## src/rtl/bist_march_sequencer_pkg.sv

```systemverilog
// bist_march_sequencer_pkg: sequencer states, tile period and default sizes.
`ifndef ADDR_WIDTH
`define ADDR_WIDTH 5
`endif
`ifndef DATA_WIDTH
`define DATA_WIDTH 16
`endif
package bist_march_sequencer_pkg;
    typedef enum logic [3:0] {
        IDLE, CLR_H, CLR_L, W_ACC, W_ADV, W_PAD, R_ACC, R_CMP, R_PAD, NEXT, DONE
    } state_t;
    localparam int TILE   = 5;
    localparam int NP_DEF = 160;
endpackage

```

## src/rtl/bist_err_log.sv

```systemverilog
// bist_err_log: sticky fail flag, first-failure capture and saturating error count.
module bist_err_log #(
    parameter int aw = 5,
    parameter int ew = 16
) (
    input  logic          clk,
    input  logic          rst,
    input  logic          clr,
    input  logic          chk,
    input  logic          mis,
    input  logic [aw-1:0] addr,
    input  logic [7:0]    pat,
    output logic          fail,
    output logic [aw-1:0] fail_addr,
    output logic [7:0]    fail_pat,
    output logic [ew-1:0] err_cnt
);
    always_ff @(posedge clk) begin
        if (rst || clr) begin
            fail      <= 1'b0;
            fail_addr <= '0;
            fail_pat  <= '0;
            err_cnt   <= '0;
        end else if (chk && mis) begin
            fail <= 1'b1;
            if (!fail) begin
                fail_addr <= addr;
                fail_pat  <= pat;
            end
            if (err_cnt != '1) err_cnt <= err_cnt + 1'b1;
        end
    end
endmodule

```

## src/rtl/bist_march_sequencer.sv

```systemverilog
// bist_march_sequencer: write/read march over the memory with generator strobe control.
module bist_march_sequencer
    import bist_march_sequencer_pkg::*;
#(
    parameter int aw = `ADDR_WIDTH,
    parameter int dw = `DATA_WIDTH,
    parameter int np = NP_DEF,
    parameter int ew = 16
) (
    input  logic          clk,
    input  logic          rst,
    input  logic          start_in,
    output logic          busy_out,
    output logic          done_out,
    output logic          pass_out,
    output logic          gen_clr_out,
    output logic          sbmt_out,
    output logic          shft_out,
    output logic [aw-1:0] addr_out,
    input  logic [dw-1:0] ptrn_in,
    output logic          mem_we_out,
    output logic          mem_re_out,
    output logic [dw-1:0] mem_wdata_out,
    input  logic [dw-1:0] mem_rdata_in,
    output logic          fail_out,
    output logic [aw-1:0] fail_addr_out,
    output logic [7:0]    fail_pat_out,
    output logic [ew-1:0] err_cnt_out
);
    state_t        state, state_n;
    logic [aw-1:0] addr, addr_n;
    logic [2:0]    tm, tm_n, tm_inc;
    logic [7:0]    pat, pat_n;
    logic          ph, ph_n;
    logic [dw-1:0] exp_q;
    logic          go, last, wr;

    assign go     = (state == IDLE || state == DONE) && start_in;
    assign last   = addr == '1;
    assign wr     = state == W_ADV || state == W_PAD;
    assign tm_inc = (tm == 3'(TILE - 1)) ? 3'd0 : tm + 3'd1;

    // Pads keep the generator's tile count aligned with address 0 at the start of every pass.
    always_comb begin
        state_n = state;
        addr_n  = addr;
        tm_n    = tm;
        pat_n   = pat;
        ph_n    = ph;
        case (state)
            IDLE, DONE: if (start_in) begin
                state_n = CLR_H;
                addr_n  = '0;
                tm_n    = '0;
                pat_n   = '0;
                ph_n    = 1'b0;
            end
            CLR_H: state_n = CLR_L;
            CLR_L: state_n = W_ACC;
            W_ACC: state_n = W_ADV;
            R_ACC: state_n = R_CMP;
            W_ADV, R_CMP: begin
                addr_n  = addr + 1'b1;
                tm_n    = tm_inc;
                state_n = wr ? (last ? W_PAD : W_ACC) : (last ? R_PAD : R_ACC);
            end
            W_PAD, R_PAD: begin
                ph_n = ~ph & (tm != 3'd0);
                tm_n = ph ? tm_inc : tm;
                if (ph ? tm_inc == 3'd0 : tm == 3'd0) state_n = wr ? R_ACC : NEXT;
            end
            NEXT: begin
                state_n = (pat == 8'(np - 1)) ? DONE : W_ACC;
                pat_n   = (pat == 8'(np - 1)) ? pat : pat + 8'd1;
            end
            default: state_n = IDLE;
        endcase
    end

    always_ff @(posedge clk) begin
        if (rst) begin
            state <= IDLE;
            addr  <= '0;
            tm    <= '0;
            pat   <= '0;
            ph    <= 1'b0;
            exp_q <= '0;
        end else begin
            state <= state_n;
            addr  <= addr_n;
            tm    <= tm_n;
            pat   <= pat_n;
            ph    <= ph_n;
            if (state == R_ACC) exp_q <= ptrn_in;
        end
    end

    assign busy_out      = !(state == IDLE || state == DONE);
    assign done_out      = state == DONE;
    assign pass_out      = done_out & ~fail_out;
    assign gen_clr_out   = state == CLR_H;
    assign sbmt_out      = state == NEXT;
    assign shft_out      = state == W_ADV || state == R_CMP || ((state == W_PAD || state == R_PAD) && ph);
    assign addr_out      = addr;
    assign mem_we_out    = state == W_ACC;
    assign mem_re_out    = state == R_ACC;
    assign mem_wdata_out = mem_we_out ? ptrn_in : '0;

    bist_err_log #(.aw(aw), .ew(ew)) u_log (
        .clk       (clk),
        .rst       (rst),
        .clr       (go),
        .chk       (state == R_CMP),
        .mis       (mem_rdata_in != exp_q),
        .addr      (addr),
        .pat       (pat),
        .fail      (fail_out),
        .fail_addr (fail_addr_out),
        .fail_pat  (fail_pat_out),
        .err_cnt   (err_cnt_out)
    );
endmodule
```

## config.mk

```make
export PLATFORM = sky130hd
export DESIGN_NAME = bist_march_sequencer
export DESIGN_NICKNAME = d
export VERILOG_FILES = /design/src/rtl/bist_march_sequencer_pkg.sv /design/src/rtl/bist_err_log.sv /design/src/rtl/bist_march_sequencer.sv
export SDC_FILE = /design/constraint.sdc
export NUM_CORES = 1
export LEC_CHECK = 0
export ABC_AREA = 1
export CORE_MARGIN = 3
export CORE_UTILIZATION = 40
export DETAILED_ROUTE_END_ITERATION = 10
export GPL_TIMING_DRIVEN = 0
export PLACE_DENSITY = 0.67
export SLEW_MARGIN = 25
export SYNTH_ARGS = -nofsm -noshare
export SYNTH_HDL_FRONTEND = slang
export SYNTH_HIERARCHICAL = 1
export SYNTH_SLANG_ARGS = --single-unit
```

## constraint.sdc

```tcl
create_clock -name clk -period 4.5 [get_ports clk]
set_input_delay 0.45 -clock clk [delete_from_list [all_inputs] [get_ports clk]]
set_output_delay 0.45 -clock clk [all_outputs]
set_load 0.01 [all_outputs]
```

==> flow_summary.yaml, run 1 <==
run_status:
  outcome: "finished clean"
sta:
  setup_viol: 0
  slew_violations: 0
  rsz0062_at_grt: "no"
  setup_tns_ns: 0
  hold_violations: 0
  fin_worst_skew_ns: 0.0131
  max_freq_mhz: 368
  worst_pin_slew_ns: 0.430
  worst_slack_ns: 1.78
  slew-limit-headroom_pct: 71.3
  fin_crit_sh_pct: 60.4
  period_minus_slack_ns: 2.72
clocking:
  clk_pin_slew_ns: 0.09
  numCtsBuffers: 9
  cts_buffer_depth: 2
  cts.repair.resized: 0
  clock_latency_ns: 0.34
  cts-root-buf: "clkbuf_8"
  cts_tree: "done"
  cts_setup_buffers: 0
  h-tree-depth: 3
  clock_sinks: 67
  postCtsHoldBufs: 0
setup_path:
  slowest_stage: "clkdlybuf4s50_1"
  cp.arrival_ns: 2.27
  ff2ff_path_depth: 11
  path_common_cell: "nor2_1"
  crit_required_ns: 4.05
  crit_type: "register to primary output"
  critical_path.startpoint_type: "register"
  worst-path-buf-inv: 3
  cp_max_fo: 10
  path_depth: 6
  max_stage_delay_ns: 0.55
  path_cells: "nand2_1, nor2_1, inv_2, clkbuf_1, nor2_1, clkdlybuf4s50_1"
  worstSetupEndpointType: "primary output"
  crit_family: "buffers and inverters"
power:
  cellLeakagePower_nw: 2.02
  ir_drop_v: 0.000182
  powerDensity_nw_per_um2: 387
detailed_routing:
  vias: 3678
  dr.pass1.iters: 5
  wl_per_cell_um: 12.2
  wirelength_mm: 9.27
  ant_nets: 0
  drcViolationCount: 0
  drtIter0Drc: 114
  routed_via_density: 4.85
synth:
  synthArstFlopShare_pct: 0
  synth.cell_area_um2: 3610
  ys.flop_type: "dfxtp_1"
  synth_edf_count: 0
  syn_nets: 583
  avgSynthCellArea_um2: 6.67
  synth_seq_cells: 67
  synth_cell_types: 35
  yosys_warnings: 6
  synth_seq_area_share_pct: 37.2
  syn_inst: 541
min_path:
  hp-class: "register to register"
  holdPathStages: 2
floorplan:
  ios: 94
  die_area_um2: 10200
  start_util_pct: 41.2
  rows: 34
  die_w_um: 101
  die_y_um: 101
  core_area_um2: 8760
finish:
  antennaDiodeCount: 0
  layout_common_cells: "116 x nor2_1, 105 x nand2_1, 93 x clkdlybuf4s50_1"
  ff_latch_area_um2: 1340
  nets: 687
  layout-drive-gt1-share_pct: 9.54
  area_growth_pct: 36.4
  nFillCells: 868
  layout_commonest_cell: "nor2_1"
  multiInputGateArea_um2: 1960
global_route:
  grt_pass1_wl_mm: 15.3
  grt_use_total_pct: 18.3
  grt_pass1_vias: 3337
  grt_overflow: 0
  grt_antenna_before_repair: 0
  grt_max_degree: 14
job:
  cap_violations: 0
placed_design:
  routabilityCongestion: 0.842
  dp_hpwl_mm: 6.96
  port-buffer-count: 93
  dp_slack_ns: 2.00
where the power goes:
part | total [mW] | switching, mW | leakage (nW) | internal (mW)
Sequential | 0.675 | 0.0429 | 0.541 | 0.632
Clock | 0.628 | 0.255 | 0.120 | 0.373
Combinational | 0.600 | 0.358 | 1.36 | 0.243
flip-flops by register name, indices dropped and copies added (netlist names):
register and count:
u_log/err_cnt 16, state 4, u_log/fail_pat 8, ph 1
u_log/fail_addr 5, exp_q 16, tm 3, u_log/fail 1
pat 8, addr_out 5
layout make-up:
cell class | count | share of cell area [%]
multi-input combinational | 400 | 39.9
tap | 108 | 2.75
buffer | 13 | 1.50
sequential | 67 | 27.2
timing repair buffer | 93 | 18.9
clock inverter | 7 | 2.52
clock buffer | 9 | 2.52
inverter | 61 | 4.65
cells by family (layout without fill, tap and decap cells):
family,Yosys count,in the layout,synth area share [%]
AO/OA/AOI/OAI,87,87,12.6
XOR/XNOR,17,17,4.13
adder cells (fa/ha/maj),7,7,2.43
buffers and inverters,74,183,8.39
flip-flops,67,67,37.2
AND/OR/NAND/NOR,289,289,35.3
per-stage QoR:
step	util, %	std cells	hold WS [ns]	cell area [um2]	total power, mW
after global placement	53.3	742	0.491	4670	1.27
after CTS	56.2	758	0.523	4920	1.92
after detailed placement	53.3	742	0.497	4670	1.28
after floorplan	-	541	0.472	3610	1.08
final	56.2	758	0.519	4920	1.90
after global routing	56.2	758	0.548	4920	2.02
worst min-delay path, stage by stage (launching register included):
cell and delay [ns]:
dfxtp_1 0.33, o21ai_0 0.08, nor2_1 0.08
worst paths after layout:
kind                                  start                              to  slack (ns)
min          u_log/fail_pat[6]$_SDFFE_PP0P_  u_log/fail_pat[6]$_SDFFE_PP0P_        0.52
max                   state[0]$_SDFFE_PP0P_                mem_wdata_out[8]        1.78
max reg2reg           exp_q[4]$_SDFFE_PP0P_  u_log/fail_pat[1]$_SDFFE_PP0P_        2.56
min reg2reg  u_log/fail_pat[6]$_SDFFE_PP0P_  u_log/fail_pat[6]$_SDFFE_PP0P_        0.52
synthesized netlist by cell type (all sizes together) (2+ instances only):
library cell	count	area (um2)
inv	60	225
nand2	118	485
o21ai	35	175
dfxtp	67	1340
nor3	3	20.0
or2	2	12.5
clkbuf	6	22.5
xnor2	15	131
nand4	8	50.1
xor2	2	17.5
nand3	24	130
ha	7	87.6
a21oi	45	229
a31oi	2	12.5
buf	7	51.3
a211oi	2	15.0
nand3b	2	15.0
nor2	130	548
routing by layer:
metal  vias to the layer above  GRT usage (%)  share of wire, %
met2                       121           30.0                46
met4                         0           4.60              0.94
met3                        11           4.98               7.2
met1                      1623           23.8                46
li1                       1923              -                 -
met5                         -              0                 0
Power figures use the tool's default switching activity.
==> run 2: changes to the inputs <==
==> constraint.sdc (replaced) <==
create_clock -name clk -period 2.7 [get_ports clk]
set_input_delay 0.27 -clock clk [delete_from_list [all_inputs] [get_ports clk]]
set_output_delay 0.27 -clock clk [all_outputs]
set_load 0.01 [all_outputs]
==> flow_summary.yaml, run 2 (same netlist as run 1, synthesis figures left out) <==
setup_path:
  crit_type: "register to primary output"
  critical_path.startpoint_type: "register"
  cp.arrival_ns: 2.16
  slowest_stage: "clkdlybuf4s50_1"
  ff2ff_path_depth: 11
  max_stage_delay_ns: 0.63
  startpoint: "state[0]$_SDFFE_PP0P_"
  crit_required_ns: 2.43
  cp_max_fo: 10
  rr_startpoint: "exp_q[4]$_SDFFE_PP0P_"
  rr_endpoint: "u_log/fail_pat[1]$_SDFFE_PP0P_"
  r2r_setup_slack_ns: 0.76
  worstSetupEndpointType: "primary output"
  path_cells: "inv_1, nand2_1, nor2_2, clkbuf_1, clkdlybuf4s50_1"
global_route:
  grt_antenna_before_repair: 0
  gr-usage-met2_pct: 30.0
  grt_pass1_vias: 3337
  met3_usage_pct: 4.98
  grt_pass1_wl_mm: 15.3
  grt_overflow: 0
  grt_max_degree: 14
  grt_use_total_pct: 18.3
  busiest_layer: "met2"
  grt_util_met1_pct: 23.8
clocking:
  cts_tree: "done"
  cts.repair.resized: 0
  cts_buffer_depth: 2
  cts-root-buf: "clkbuf_8"
  postCtsHoldBufs: 0
  h-tree-depth: 3
  clock_latency_ns: 0.34
  clk_pin_slew_ns: 0.08
  clock_sinks: 67
  numCtsBuffers: 9
  cts_setup_buffers: 0
finish:
  postLayoutCoreUtil_pct: 56.1
  nFillCells: 870
  layout_common_cells: "116 x nor2_1, 105 x nand2_1, 93 x clkdlybuf4s50_1"
  postLayoutCellArea_um2: 4920
  top_regs: "exp_q (16), u_log/err_cnt (16)"
  area_growth_pct: 36.3
  antennaDiodeCount: 0
  layout.cells.non_filler: 757
  nets: 686
  layout-drive-gt1-share_pct: 9.55
  layout_commonest_cell: "nor2_1"
power:
  cellLeakagePower_nw: 2.02
  powerDensity_nw_per_um2: 644
  swShare_pct: 34.4
  clockPowerShare_pct: 33.1
  pwr-share-comb_pct: 31.4
  p_total_mw: 3.17
  power_frac_seq_pct: 35.5
  intPower_mw: 2.08
  p_switching_mw: 1.09
  ir_drop_v: 0.000303
min_path:
  holdPathStages: 3
  hp-start: "ptrn_in[7]"
  min_to: "exp_q[7]$_SDFFE_PP0P_"
  hp-class: "primary input to register"
floorplan:
  ios: 94
  rows: 34
  start_util_pct: 41.2
  die_y_um: 101
  die_w_um: 101
  core_area_um2: 8760
  die_area_um2: 10200
sta:
  setup_tns_ns: 0
  rsz0062_at_grt: "no"
  hold_violations: 0
  slew_violations: 0
  fin_worst_skew_ns: 0.0126
  setup_viol: 0
  period_minus_slack_ns: 2.43
  worst_pin_slew_ns: 0.430
  slew-limit-headroom_pct: 71.3
  fin_crit_sh_pct: 90.1
  max_freq_mhz: 411
detailed_routing:
  vias: 3670
  wl_per_cell_um: 12.1
  wirelength_mm: 9.19
  drtIter0Drc: 125
  routed_via_density: 4.85
  ant_nets: 0
  drcViolationCount: 0
  dr.pass1.iters: 4
placed_design:
  place_inst: 742
  port-buffer-count: 93
  placed_cell_area_um2: 4670
  dp_hpwl_mm: 6.96
  routabilityCongestion: 0.842
job:
  cap_violations: 0
run_status:
  outcome: "finished clean"
-- run 2: final cells by class --
| cell class | instances | area (um2) | share of cell area, % |
|---|---|---|---|
| timing repair buffer | 93 | 931 | 18.9 |
| buffer | 12 | 70.1 | 1.42 |
| inverter | 61 | 229 | 4.66 |
| multi-input combinational | 400 | 1960 | 39.9 |
| tap | 108 | 135 | 2.75 |
| sequential | 67 | 1340 | 27.3 |
| clock inverter | 7 | 124 | 2.52 |
| clock buffer | 9 | 124 | 2.52 |
-- run 2: critical path, delay by kind of cell (launching register included) --
kind	cells	cell delay [ns]
buffers and inverters	3	1.11
flip-flops	1	0.38
AND/OR/NAND/NOR	2	0.33
-- run 2: metrics by stage --
stage	hold WS, ns	setup slack [ns]
CTS	0.480	0.118
detailed placement	0.497	0.377
floorplan	0.418	1.06
global placement	0.491	0.410
finish	0.486	0.268
global route	0.501	0.0345
-- run 2: power groups by stage --
stage          registers [mW]  clock network, mW  logic (mW)
5_1_grt                  1.14               1.11        1.13
3_5_place_dp             1.15                  0       0.992
4_1_cts                  1.12               1.07        1.00
3_3_place_gp             1.14                  0       0.974
6_report                 1.12               1.05       0.995
2_1_floorplan            1.13                  0       0.666
-- run 2: layer usage --
metal / part of all wire (%) / wire length (um) / up-vias
met1: 46 / 4200 / 1611
met3: 7.6 / 695 / 12
met2: 46 / 4210 / 128
met5: 0 / 0 / -
li1: - / - / 1919
met4: 0.97 / 89 / 0
-- run 2: how the worst max path moves through the flow --
stage                                 endpoint  depth (start not counted)
2_1_floorplan  u_log/fail_addr[0]$_SDFFE_PP0P_                         11
3_3_place_gp    u_log/fail_pat[2]$_SDFFE_PP0P_                         11
3_5_place_dp    u_log/fail_pat[1]$_SDFFE_PP0P_                         11
4_1_cts                       mem_wdata_out[8]                          6
5_1_grt                             mem_re_out                          5
6_report                            mem_re_out                          5
==> run 3: changes to the inputs <==
--- a/config.mk
+++ b/config.mk
@@ -11,6 +11,7 @@
 export DETAILED_ROUTE_END_ITERATION = 10
 export GPL_TIMING_DRIVEN = 0
 export PLACE_DENSITY = 0.67
+export SETUP_SLACK_MARGIN = 0.05
 export SLEW_MARGIN = 25
 export SYNTH_ARGS = -nofsm -noshare
 export SYNTH_HDL_FRONTEND = slang
==> flow_summary.yaml, run 3 (same netlist as run 1, synthesis figures left out) <==
setup_path:
  worstSetupEndpointType: "primary output"
  cp_max_fo: 17
  path_cells: "nand2_1, nor2_1, inv_2, nor2_1, clkdlybuf4s50_1"
  crit_family: "buffers and inverters"
  max_stage_delay_ns: 0.55
  critical_path.startpoint_type: "register"
  path_common_cell: "nor2_1"
  cp.arrival_ns: 2.04
  crit_type: "register to primary output"
  worst-path-buf-inv: 2
  crit_required_ns: 2.43
  slowest_stage: "clkdlybuf4s50_1"
floorplan:
  die_w_um: 101
  ios: 94
  rows: 34
  core_area_um2: 8760
  die_y_um: 101
  start_util_pct: 41.2
  die_area_um2: 10200
global_route:
  grt_use_total_pct: 18.3
  grt_overflow: 0
  grt_pass1_vias: 3337
  grt_max_degree: 14
  grt_antenna_before_repair: 0
  grt_pass1_wl_mm: 15.3
detailed_routing:
  drcViolationCount: 0
  routed_via_density: 4.85
  dr.pass1.iters: 5
  vias: 3670
  drtIter0Drc: 125
  ant_nets: 0
  wl_per_cell_um: 12.1
  wirelength_mm: 9.19
placed_design:
  place_inst: 742
  port-buffer-count: 93
  dp_hpwl_mm: 6.96
  placed_cell_area_um2: 4670
  routabilityCongestion: 0.842
  dp_slack_ns: 0.377
clocking:
  clock_sinks: 67
  numCtsBuffers: 9
  h-tree-depth: 3
  cts-root-buf: "clkbuf_8"
  clock_latency_ns: 0.34
  cts_tree: "done"
  cts_buffer_depth: 2
  cts_setup_buffers: 0
  clk_pin_slew_ns: 0.08
sta:
  slew-limit-headroom_pct: 73.4
  setup_tns_ns: 0
  slew_violations: 0
  worst_pin_slew_ns: 0.399
  hold_slack_ns: 0.486
  hold_violations: 0
  rsz0062_at_grt: "no"
  setup_viol: 0
  fin_crit_sh_pct: 85.6
  max_freq_mhz: 433
  worst_slack_ns: 0.390
  fin_worst_skew_ns: 0.0126
  period_minus_slack_ns: 2.31
run_status:
  outcome: "finished clean"
finish:
  layout-drive-gt1-share_pct: 9.71
  multiInputGateArea_um2: 1960
  top_regs: "exp_q (16), u_log/err_cnt (16)"
  layout.cells.non_filler: 757
  nets: 686
  ff_latch_area_um2: 1340
  layout_commonest_cell: "nor2_1"
  nFillCells: 869
  postLayoutCellArea_um2: 4920
  antennaDiodeCount: 0
  area_growth_pct: 36.3
  layout_common_cells: "116 x nor2_1, 105 x nand2_1, 93 x clkdlybuf4s50_1"
job:
  cap_violations: 0
power:
  ir_drop_v: 0.000303
  cellLeakagePower_nw: 2.03
  powerDensity_nw_per_um2: 644
min_path:
  hp-class: "primary input to register"
==> run 3: cell counts in the layout (fill, tap and decap cells not counted) <==
Identical to the previous run, type by type.
==> run 3: path summary, 6_finish.rpt <==
check | from | end | slack, ns | cells after the start
max | state[0]$_SDFFE_PP0P_ | mem_wdata_out[8] | 0.39 | 5
max reg2reg | exp_q[4]$_SDFFE_PP0P_ | u_log/fail_pat[1]$_SDFFE_PP0P_ | 0.76 | 11
min reg2reg | u_log/fail_addr[3]$_SDFFE_PP0P_ | u_log/fail_addr[3]$_SDFFE_PP0P_ | 0.52 | 2
min | ptrn_in[7] | exp_q[7]$_SDFFE_PP0P_ | 0.49 | 3
==> run 3: routing by layer <==
layer / wire, um / vias to the layer above / global-route usage, % / part of all wire [%]
met1: 4190 / 1611 / 23.8 / 46
met3: 695 / 12 / 4.98 / 7.6
met2: 4210 / 128 / 30.0 / 46
met5: 0 / - / 0 / 0
li1: - / 1919 / - / -
met4: 89 / 0 / 4.60 / 0.97
==> run 3: cell type report <==
type                    count  share of cell area, %
clock buffers               9                   2.52
repair buffers             93                   18.9
multi-input cells         400                   39.9
plain buffers              12                   1.45
clock inverters             7                   2.52
inverters                  61                   4.65
well taps                 108                   2.75
flip-flops and latches     67                   27.3
==> run 3: timing repair <==
action                                  in CTS  in global routing
hold buffers                                 0                  0
endpoints found under the setup margin       0                 11
gates resized for setup                      0                  2
==> run 3: tightest hold or removal path, cell delays in order <==
cell and delay, ns:
clkdlybuf4s50_1 0.39, inv_1 0.07, a21oi_1 0.05
==> run 3: through the flow <==
stage / power [mW] / utilization (%)
after floorplan: 1.80 / -
after CTS: 3.20 / 56.2
after global routing: 3.37 / 56.1
after detailed placement: 2.14 / 53.3
after global placement: 2.12 / 53.3
final: 3.17 / 56.1
==> run 3: power by group <==
| part | switching, mW | internal (mW) |
|---|---|---|
| Combinational | 0.592 | 0.404 |
| Sequential | 0.0705 | 1.05 |
| Clock | 0.426 | 0.622 |
